===== config.mk =====
export PLATFORM = sky130hd
export DESIGN_NAME = bottle_fill_seq
export DESIGN_NICKNAME = d
export VERILOG_FILES = /design/src/rtl/bottle_fill_seq.sv
export SDC_FILE = /design/constraint.sdc
export NUM_CORES = 1
export LEC_CHECK = 0
export CAP_MARGIN = 20
export CORE_ASPECT_RATIO = 1.75
export CORE_MARGIN = 2
export CORE_UTILIZATION = 55
export CTS_BUF_LIST = sky130_fd_sc_hd__clkbuf_8
export CTS_CLUSTER_DIAMETER = 50
export DETAILED_ROUTE_END_ITERATION = 6
export PLACE_DENSITY = 0.85
export SYNTH_ARGS = -nofsm -noshare
export SYNTH_HDL_FRONTEND = slang
export SYNTH_SLANG_ARGS = --single-unit
export TNS_END_PERCENT = 100

===== constraint.sdc =====
create_clock -name CLK -period 3.35 [get_ports CLK]
set_input_delay 0.5025 -clock CLK [delete_from_list [all_inputs] [get_ports CLK]]
set_output_delay 0.5025 -clock CLK [all_outputs]
set_load 0.02 [all_outputs]

===== src/rtl/bottle_fill_seq.sv =====
// ---------------------------------------------------------------------------
// bottle_fill_seq
// Counts pills into bottles in BCD, tallies filled bottles and sequences
// bottle swaps through a ready handshake. It sits between the pill
// sensor/debounce stage and the 7-segment display / console FSM.
//
// Parameters
//   P_DIG  BCD digits of the pill count/target   (default 2 -> 00..99)
//   B_DIG  BCD digits of the bottle count/target (default 3 -> 000..999)
//
// Ports
//   CLK          in   system clock, all logic on posedge
//   RST_n        in   asynchronous active-low reset
//   set_en       in   latch tgt_pills/tgt_bottles (IDLE only)
//   tgt_pills    in   BCD pills per bottle, digit 0 in the LSBs
//   tgt_bottles  in   BCD bottles per batch
//   start        in   begin batch (IDLE/FULL) or release a swap (SWAP)
//   conti        in   1 = SWAP leaves on bottle_ready alone
//   pause        in   freeze counting and state (abort still wins)
//   abort        in   back to IDLE, counters cleared
//   pill         in   one-cycle pulse per pill (already synchronised)
//   bottle_ready in   empty bottle in position
//   pill_cnt     out  BCD pills in the current bottle
//   bottle_cnt   out  BCD bottles completed
//   bottle_done  out  one-cycle pulse when a bottle reaches its target
//   all_full     out  batch complete (FULL state)
//   err          out  sticky: latched target zero or holding a non-BCD digit
//   state        out  IDLE=0 FILL=1 SWAP=2 FULL=3
//   spill_cnt    out  only with SPILL_CNT_EN: saturating count of pills that
//                     arrived in SWAP or FULL
//
// Build option: define SPILL_CNT_EN to add the spill_cnt output.
// ---------------------------------------------------------------------------
module bottle_fill_seq #(
  parameter int P_DIG = 2,
  parameter int B_DIG = 3
) (
  input  logic               CLK,
  input  logic               RST_n,
  input  logic               set_en,
  input  logic [4*P_DIG-1:0] tgt_pills,
  input  logic [4*B_DIG-1:0] tgt_bottles,
  input  logic               start,
  input  logic               conti,
  input  logic               pause,
  input  logic               abort,
  input  logic               pill,
  input  logic               bottle_ready,
  output logic [4*P_DIG-1:0] pill_cnt,
  output logic [4*B_DIG-1:0] bottle_cnt,
  output logic               bottle_done,
  output logic               all_full,
  output logic               err,
  output logic [1:0]         state
`ifdef SPILL_CNT_EN
  ,
  output logic [7:0]         spill_cnt
`endif
);

  localparam int PW = 4 * P_DIG;
  localparam int BW = 4 * B_DIG;

  localparam logic [1:0] S_IDLE = 2'd0;
  localparam logic [1:0] S_FILL = 2'd1;
  localparam logic [1:0] S_SWAP = 2'd2;
  localparam logic [1:0] S_FULL = 2'd3;

  // BCD increment of the pill count with per-digit 9->0 carry.
  function automatic logic [PW-1:0] pill_inc(input logic [PW-1:0] v);
    logic [PW-1:0] r;
    logic          carry;
    r     = v;
    carry = 1'b1;
    for (int i = 0; i < P_DIG; i++) begin
      if (carry) begin
        if (v[4*i +: 4] == 4'd9) begin
          r[4*i +: 4] = 4'd0;
          carry       = 1'b1;
        end else begin
          r[4*i +: 4] = v[4*i +: 4] + 4'd1;
          carry       = 1'b0;
        end
      end else begin
        r[4*i +: 4] = v[4*i +: 4];
      end
    end
    return r;
  endfunction

  // BCD increment of the bottle count with per-digit 9->0 carry.
  function automatic logic [BW-1:0] bottle_inc(input logic [BW-1:0] v);
    logic [BW-1:0] r;
    logic          carry;
    r     = v;
    carry = 1'b1;
    for (int i = 0; i < B_DIG; i++) begin
      if (carry) begin
        if (v[4*i +: 4] == 4'd9) begin
          r[4*i +: 4] = 4'd0;
          carry       = 1'b1;
        end else begin
          r[4*i +: 4] = v[4*i +: 4] + 4'd1;
          carry       = 1'b0;
        end
      end else begin
        r[4*i +: 4] = v[4*i +: 4];
      end
    end
    return r;
  endfunction

  // A pill target is usable when it is non-zero and every digit is 0..9.
  function automatic logic pill_ok(input logic [PW-1:0] v);
    logic ok;
    ok = (v != '0);
    for (int i = 0; i < P_DIG; i++) begin
      if (v[4*i +: 4] > 4'd9) begin
        ok = 1'b0;
      end else begin
        ok = ok;
      end
    end
    return ok;
  endfunction

  // A bottle target is usable when it is non-zero and every digit is 0..9.
  function automatic logic bottle_ok(input logic [BW-1:0] v);
    logic ok;
    ok = (v != '0);
    for (int i = 0; i < B_DIG; i++) begin
      if (v[4*i +: 4] > 4'd9) begin
        ok = 1'b0;
      end else begin
        ok = ok;
      end
    end
    return ok;
  endfunction

  logic [1:0]    state_r, state_n;
  logic [PW-1:0] pill_cnt_r, pill_cnt_n;
  logic [BW-1:0] bottle_cnt_r, bottle_cnt_n;
  logic          bottle_done_r, bottle_done_n;
  logic          all_full_r, all_full_n;
  logic          err_r, err_n;
  logic [PW-1:0] tgt_pills_r, tgt_pills_n;
  logic [BW-1:0] tgt_bottles_r, tgt_bottles_n;

  logic [PW-1:0] eff_pills_s;
  logic [BW-1:0] eff_bottles_s;
  logic [PW-1:0] pill_inc_s;
  logic [BW-1:0] bottle_inc_s;

  // Targets a same-cycle start must see: the value being latched wins.
  always_comb begin
    if (set_en) begin
      eff_pills_s   = tgt_pills;
      eff_bottles_s = tgt_bottles;
    end else begin
      eff_pills_s   = tgt_pills_r;
      eff_bottles_s = tgt_bottles_r;
    end
  end

  assign pill_inc_s   = pill_inc(pill_cnt_r);
  assign bottle_inc_s = bottle_inc(bottle_cnt_r);

  // Next-state and next-counter decode: abort > pause > set_en/start > pill.
  always_comb begin
    state_n       = state_r;
    pill_cnt_n    = pill_cnt_r;
    bottle_cnt_n  = bottle_cnt_r;
    bottle_done_n = 1'b0;
    all_full_n    = all_full_r;
    err_n         = err_r;
    tgt_pills_n   = tgt_pills_r;
    tgt_bottles_n = tgt_bottles_r;

    if (abort) begin
      state_n      = S_IDLE;
      pill_cnt_n   = '0;
      bottle_cnt_n = '0;
      all_full_n   = 1'b0;
    end else if (pause) begin
      state_n = state_r;
    end else begin
      case (state_r)
        S_IDLE: begin
          if (set_en) begin
            tgt_pills_n   = tgt_pills;
            tgt_bottles_n = tgt_bottles;
            err_n         = 1'b0;
          end else begin
            tgt_pills_n   = tgt_pills_r;
          end
          if (start) begin
            if (pill_ok(eff_pills_s) && bottle_ok(eff_bottles_s)) begin
              state_n      = S_FILL;
              pill_cnt_n   = '0;
              bottle_cnt_n = '0;
            end else begin
              err_n = 1'b1;
            end
          end else begin
            state_n = S_IDLE;
          end
        end
        S_FILL: begin
          if (pill) begin
            pill_cnt_n = pill_inc_s;
            if (pill_inc_s == tgt_pills_r) begin
              bottle_done_n = 1'b1;
              bottle_cnt_n  = bottle_inc_s;
              if (bottle_inc_s == tgt_bottles_r) begin
                state_n    = S_FULL;
                all_full_n = 1'b1;
              end else begin
                state_n = S_SWAP;
              end
            end else begin
              state_n = S_FILL;
            end
          end else begin
            state_n = S_FILL;
          end
        end
        S_SWAP: begin
          // Pills here never reach pill_cnt, including the exit cycle.
          if (bottle_ready && (conti || start)) begin
            state_n    = S_FILL;
            pill_cnt_n = '0;
          end else begin
            state_n = S_SWAP;
          end
        end
        S_FULL: begin
          if (start) begin
            state_n      = S_FILL;
            pill_cnt_n   = '0;
            bottle_cnt_n = '0;
            all_full_n   = 1'b0;
          end else begin
            state_n = S_FULL;
          end
        end
        default: begin
          state_n      = S_IDLE;
          pill_cnt_n   = '0;
          bottle_cnt_n = '0;
          all_full_n   = 1'b0;
        end
      endcase
    end
  end

  // Main state, counter and target registers.
  always_ff @(posedge CLK or negedge RST_n) begin
    if (!RST_n) begin
      state_r       <= S_IDLE;
      pill_cnt_r    <= '0;
      bottle_cnt_r  <= '0;
      bottle_done_r <= 1'b0;
      all_full_r    <= 1'b0;
      err_r         <= 1'b0;
      tgt_pills_r   <= '0;
      tgt_bottles_r <= '0;
    end else begin
      state_r       <= state_n;
      pill_cnt_r    <= pill_cnt_n;
      bottle_cnt_r  <= bottle_cnt_n;
      bottle_done_r <= bottle_done_n;
      all_full_r    <= all_full_n;
      err_r         <= err_n;
      tgt_pills_r   <= tgt_pills_n;
      tgt_bottles_r <= tgt_bottles_n;
    end
  end

  assign state       = state_r;
  assign pill_cnt    = pill_cnt_r;
  assign bottle_cnt  = bottle_cnt_r;
  assign bottle_done = bottle_done_r;
  assign all_full    = all_full_r;
  assign err         = err_r;

`ifdef SPILL_CNT_EN
  logic [7:0] spill_cnt_r;
  logic       spill_hit_s;

  assign spill_hit_s = pill && !abort && !pause &&
                       ((state_r == S_SWAP) || (state_r == S_FULL));

  // Saturating count of pills that fell outside a bottle.
  always_ff @(posedge CLK or negedge RST_n) begin
    if (!RST_n) begin
      spill_cnt_r <= 8'd0;
    end else if (abort) begin
      spill_cnt_r <= 8'd0;
    end else if (spill_hit_s && (spill_cnt_r != 8'd255)) begin
      spill_cnt_r <= spill_cnt_r + 8'd1;
    end else begin
      spill_cnt_r <= spill_cnt_r;
    end
  end

  assign spill_cnt = spill_cnt_r;
`endif

endmodule


==> flow_metrics.tcl <==
set metrics [dict create \
    outcome "complete, no violations" \
    std_cell_rows 35 \
    setup_viol 0 \
    synth_seq_cells 45 \
    timing.clock.skew_ns 0.00452 \
    synthesis.nets 375 \
    first_iter_violations 130 \
    horizontal_extent_of_the_die_um 60.1 \
    crit_path_capture "bottle_cnt[3]" \
    cts.htree.levels 2 \
    ctsLongestPathBuffers 2 \
    timing.critical_path.fanout_max 14 \
    worst-r2r-cell-count 8 \
    finalWorstPathRequiredPeriod_ns 3.13 \
    worstReg2RegStart "pill_cnt[3]" \
    top_level_ports 54 \
    cts.clk_slew.worst_paths_ns 0.08 \
    synthArstFlopShare_pct 100 \
    diodes 0 \
    critical_register_to_register_path_endpoint "bottle_cnt[3]" \
    die_h_um 102 \
    finalCritPeriodShare_pct 93.3 \
    proportion_of_layout_cells_with_a_drive_suffix_above_1_pct 12.0 \
    post_layout_net_count 426 \
    drc_violation_count_after_routing 0 \
    syn_avg_cell_area_um2 8.91 \
    cellLeakagePower_nw 1.51 \
    synth_top_cell_area_share_pct 37.2 \
    maxSlewHeadroom_pct 58.2 \
    cell_at_the_root_of_the_clock_tree "sky130_fd_sc_hd__clkbuf_8" \
    min-delay-path-class "in -> async" \
    drtPass1Iterations 4 \
    instances_no_fill 466 \
    core_area_mm2 0.00530 \
    synth_cells 340 \
    fill_cells 401 \
    critical_path_arrival_ns 3.36 \
    grt_busiest_layer "met2" \
    totalWireLength_um 7860 \
    synthTopCellsByCount "45 x sky130_fd_sc_hd__dfrtp_1, 28 x sky130_fd_sc_hd__o21ai_0, 27 x sky130_fd_sc_hd__nand2_1" \
    area_leader_netlist "sky130_fd_sc_hd__dfrtp_1" \
    initial_antenna_violation_count 0 \
    max_freq_ghz 0.320 \
    synth.yosys.seq_area_share_pct 37.2 \
    postCtsResizedCells 0 \
    worstMarginPinSlew_ns 0.626 \
    number_of_global_route_vias_before_repair 2687 \
    cp-startpoint "pill_cnt[3]" \
    timing.final.hold_violations 0 \
    setup.reg_to_reg.worst_slack_ns 0.22 \
    clk_latency_ns 0.30 \
    maxCapViolCount 0 \
    fp.dieArea_mm2 0.00614 \
    synth-warning-count 0 \
    yosysUniqueCellTypes 60 \
    report.power.total_w 0.00148 \
    slew_viol_final 0 \
    dpl.cell_count 456 \
    hold_buffers 0 \
    synth_edf_count 0 \
    setup-tns-final_ns 0 \
    cts_inserted_buffers 5 \
    power-per-cell-area_mw_per_mm2 392 \
    type_of_destination_of_the_critical_path "flop" \
    detail_route.wl_per_cell_um 16.9 \
    post-dp-hpwl_um 5800 \
    path_class "reg -> reg" \
    grt_use_met3_pct 3.16 \
    flow.area_growth_from_synthesis_pct 25.0 \
    cts_tree "yes" \
    groute.layer.met1.usage_pct 29.2 \
    cp-start-kind "flop" \
    route.vias.total 2880 \
    grt_max_degree 46 \
    cts_post_setup_buffers_inserted 0 \
    drt.antenna.violating_nets 0 \
    drt-vias-per-instance 6.18 \
    grt-ovfl-total 0 \
    synth.most_common_cell "sky130_fd_sc_hd__dfrtp_1" \
    dominant_synthesized_flop_cell "sky130_fd_sc_hd__dfrtp_1" \
    post_synth_main_area_contributors "sky130_fd_sc_hd__dfrtp_1 37%, sky130_fd_sc_hd__mux2_2 7.4%, sky130_fd_sc_hd__o21ai_0 4.6%" \
    mappedNetlistArea_mm2 0.00303 \
    groute.usage.overall_pct 26.5 \
    numClockSinks 45 \
    grt_setup_unrepaired "false" \
    initial_core_util_pct 57.1 \
    global_route.usage.met2_pct 48.5 \
    io_port_bufs 53 \
    grt_pass1_wl_um 12400 \
    gp_congestion 0.937 \
    critPathRequiredTime_ns 3.59 \
    vdd_ir_drop_max_mv 0.314 \
]
## how the worst min path moves through the flow
stage,slack (ns),depth (start not counted),endpoint,start
6_report,0.08,1,bottle_cnt[10],RST_n
5_1_grt,0.11,1,bottle_cnt[6],RST_n
2_1_floorplan,0.21,0,all_full,RST_n
3_5_place_dp,0.48,2,err,err
3_3_place_gp,0.48,2,err,err
4_1_cts,0.40,1,state[0],RST_n
## registers in the layout, indices dropped and copies added, names as in the netlist
| name | count |
|---|---|
| pill_cnt | 8 |
| tgt_bottles_r | 12 |
| bottle_done | 1 |
| err | 1 |
| state | 2 |
| all_full | 1 |
| tgt_pills_r | 8 |
| bottle_cnt | 12 |
## layout by cell type, fill, tap and decap left out, types with 4 or more instances in the layout
cell type and n:
sky130_fd_sc_hd__clkdlybuf4s50_1 52, sky130_fd_sc_hd__dfrtp_1 45, sky130_fd_sc_hd__o21ai_0 28, sky130_fd_sc_hd__nand2_1 27, sky130_fd_sc_hd__nor2_1 23, sky130_fd_sc_hd__a21oi_1 20
sky130_fd_sc_hd__mux2_2 20, sky130_fd_sc_hd__nor3_1 13, sky130_fd_sc_hd__o21ai_1 11, sky130_fd_sc_hd__inv_1 10, sky130_fd_sc_hd__buf_4 9, sky130_fd_sc_hd__nand4b_1 7
sky130_fd_sc_hd__nand3_1 7, sky130_fd_sc_hd__nor2b_1 6, sky130_fd_sc_hd__xor2_1 6, sky130_fd_sc_hd__xnor2_1 6, sky130_fd_sc_hd__o31ai_1 6, sky130_fd_sc_hd__ha_1 6
sky130_fd_sc_hd__a31oi_1 5, sky130_fd_sc_hd__nor4_1 5, sky130_fd_sc_hd__clkbuf_8 5, sky130_fd_sc_hd__or3_1 4, sky130_fd_sc_hd__a21boi_0 4, sky130_fd_sc_hd__and3_1 4
sky130_fd_sc_hd__a22o_1 4
## cell families (layout without fill, tap and decap cells)
kind of cell	Yosys count	in the layout	share of synthesized area (%)
multiplexers	23	23	8.43
adder cells (fa/ha/maj)	6	6	2.48
AND/OR/NAND/NOR	119	119	22.2
flip-flops	45	45	37.2
XOR/XNOR	12	12	3.47
AO/OA/AOI/OAI	105	105	22.1
buffers and inverters	30	82	4.13
## routing by layer
layer	vias up	share of wire (%)
met5	-	0
met4	0	3.5
met3	27	4.3
met2	94	55
met1	1392	37
li1	1367	-
## report_power, final
group | internal (W) | switching, W
Sequential | 0.000602 | 0.0000822
Clock | 0.000296 | 0.000191
Combinational | 0.000163 | 0.000149
## area by class of cell
cell class | count | area, um^2 | share of cell area, %
clock buffer | 5 | 68.8 | 1.82
timing repair buffer | 64 | 618 | 16.3
multi-input combinational | 265 | 1780 | 46.9
inverter | 10 | 37.5 | 0.992
tap | 74 | 92.6 | 2.45
sequential | 45 | 1130 | 29.8
clock inverter | 3 | 65.1 | 1.72
## stage by stage
step / hold WS, ns / area, um^2 / setup WS [ns] / util (%)
after floorplan: 0.207 / 3030 / 0.577 / -
final: 0.0799 / 3780 / 0.223 / 71.4
after detailed placement: 0.483 / 3630 / 0.247 / 68.4
after global routing: 0.110 / 3780 / 0.0321 / 71.4
after global placement: 0.477 / 3630 / 0.332 / 68.4
after CTS: 0.401 / 3760 / 0.235 / 71.0
## worst max-delay path, stage by stage (launching register included)
cell and delay [ns]:
sky130_fd_sc_hd__dfrtp_1 0.49, sky130_fd_sc_hd__and4bb_1 0.43, sky130_fd_sc_hd__nor2_1 0.10, sky130_fd_sc_hd__or3_1 0.35, sky130_fd_sc_hd__a211o_1 0.34, sky130_fd_sc_hd__nor4_4 0.39
sky130_fd_sc_hd__o2111ai_2 0.41, sky130_fd_sc_hd__or3_1 0.47, sky130_fd_sc_hd__nand3_1 0.10
(Power assumes the default switching activity.)
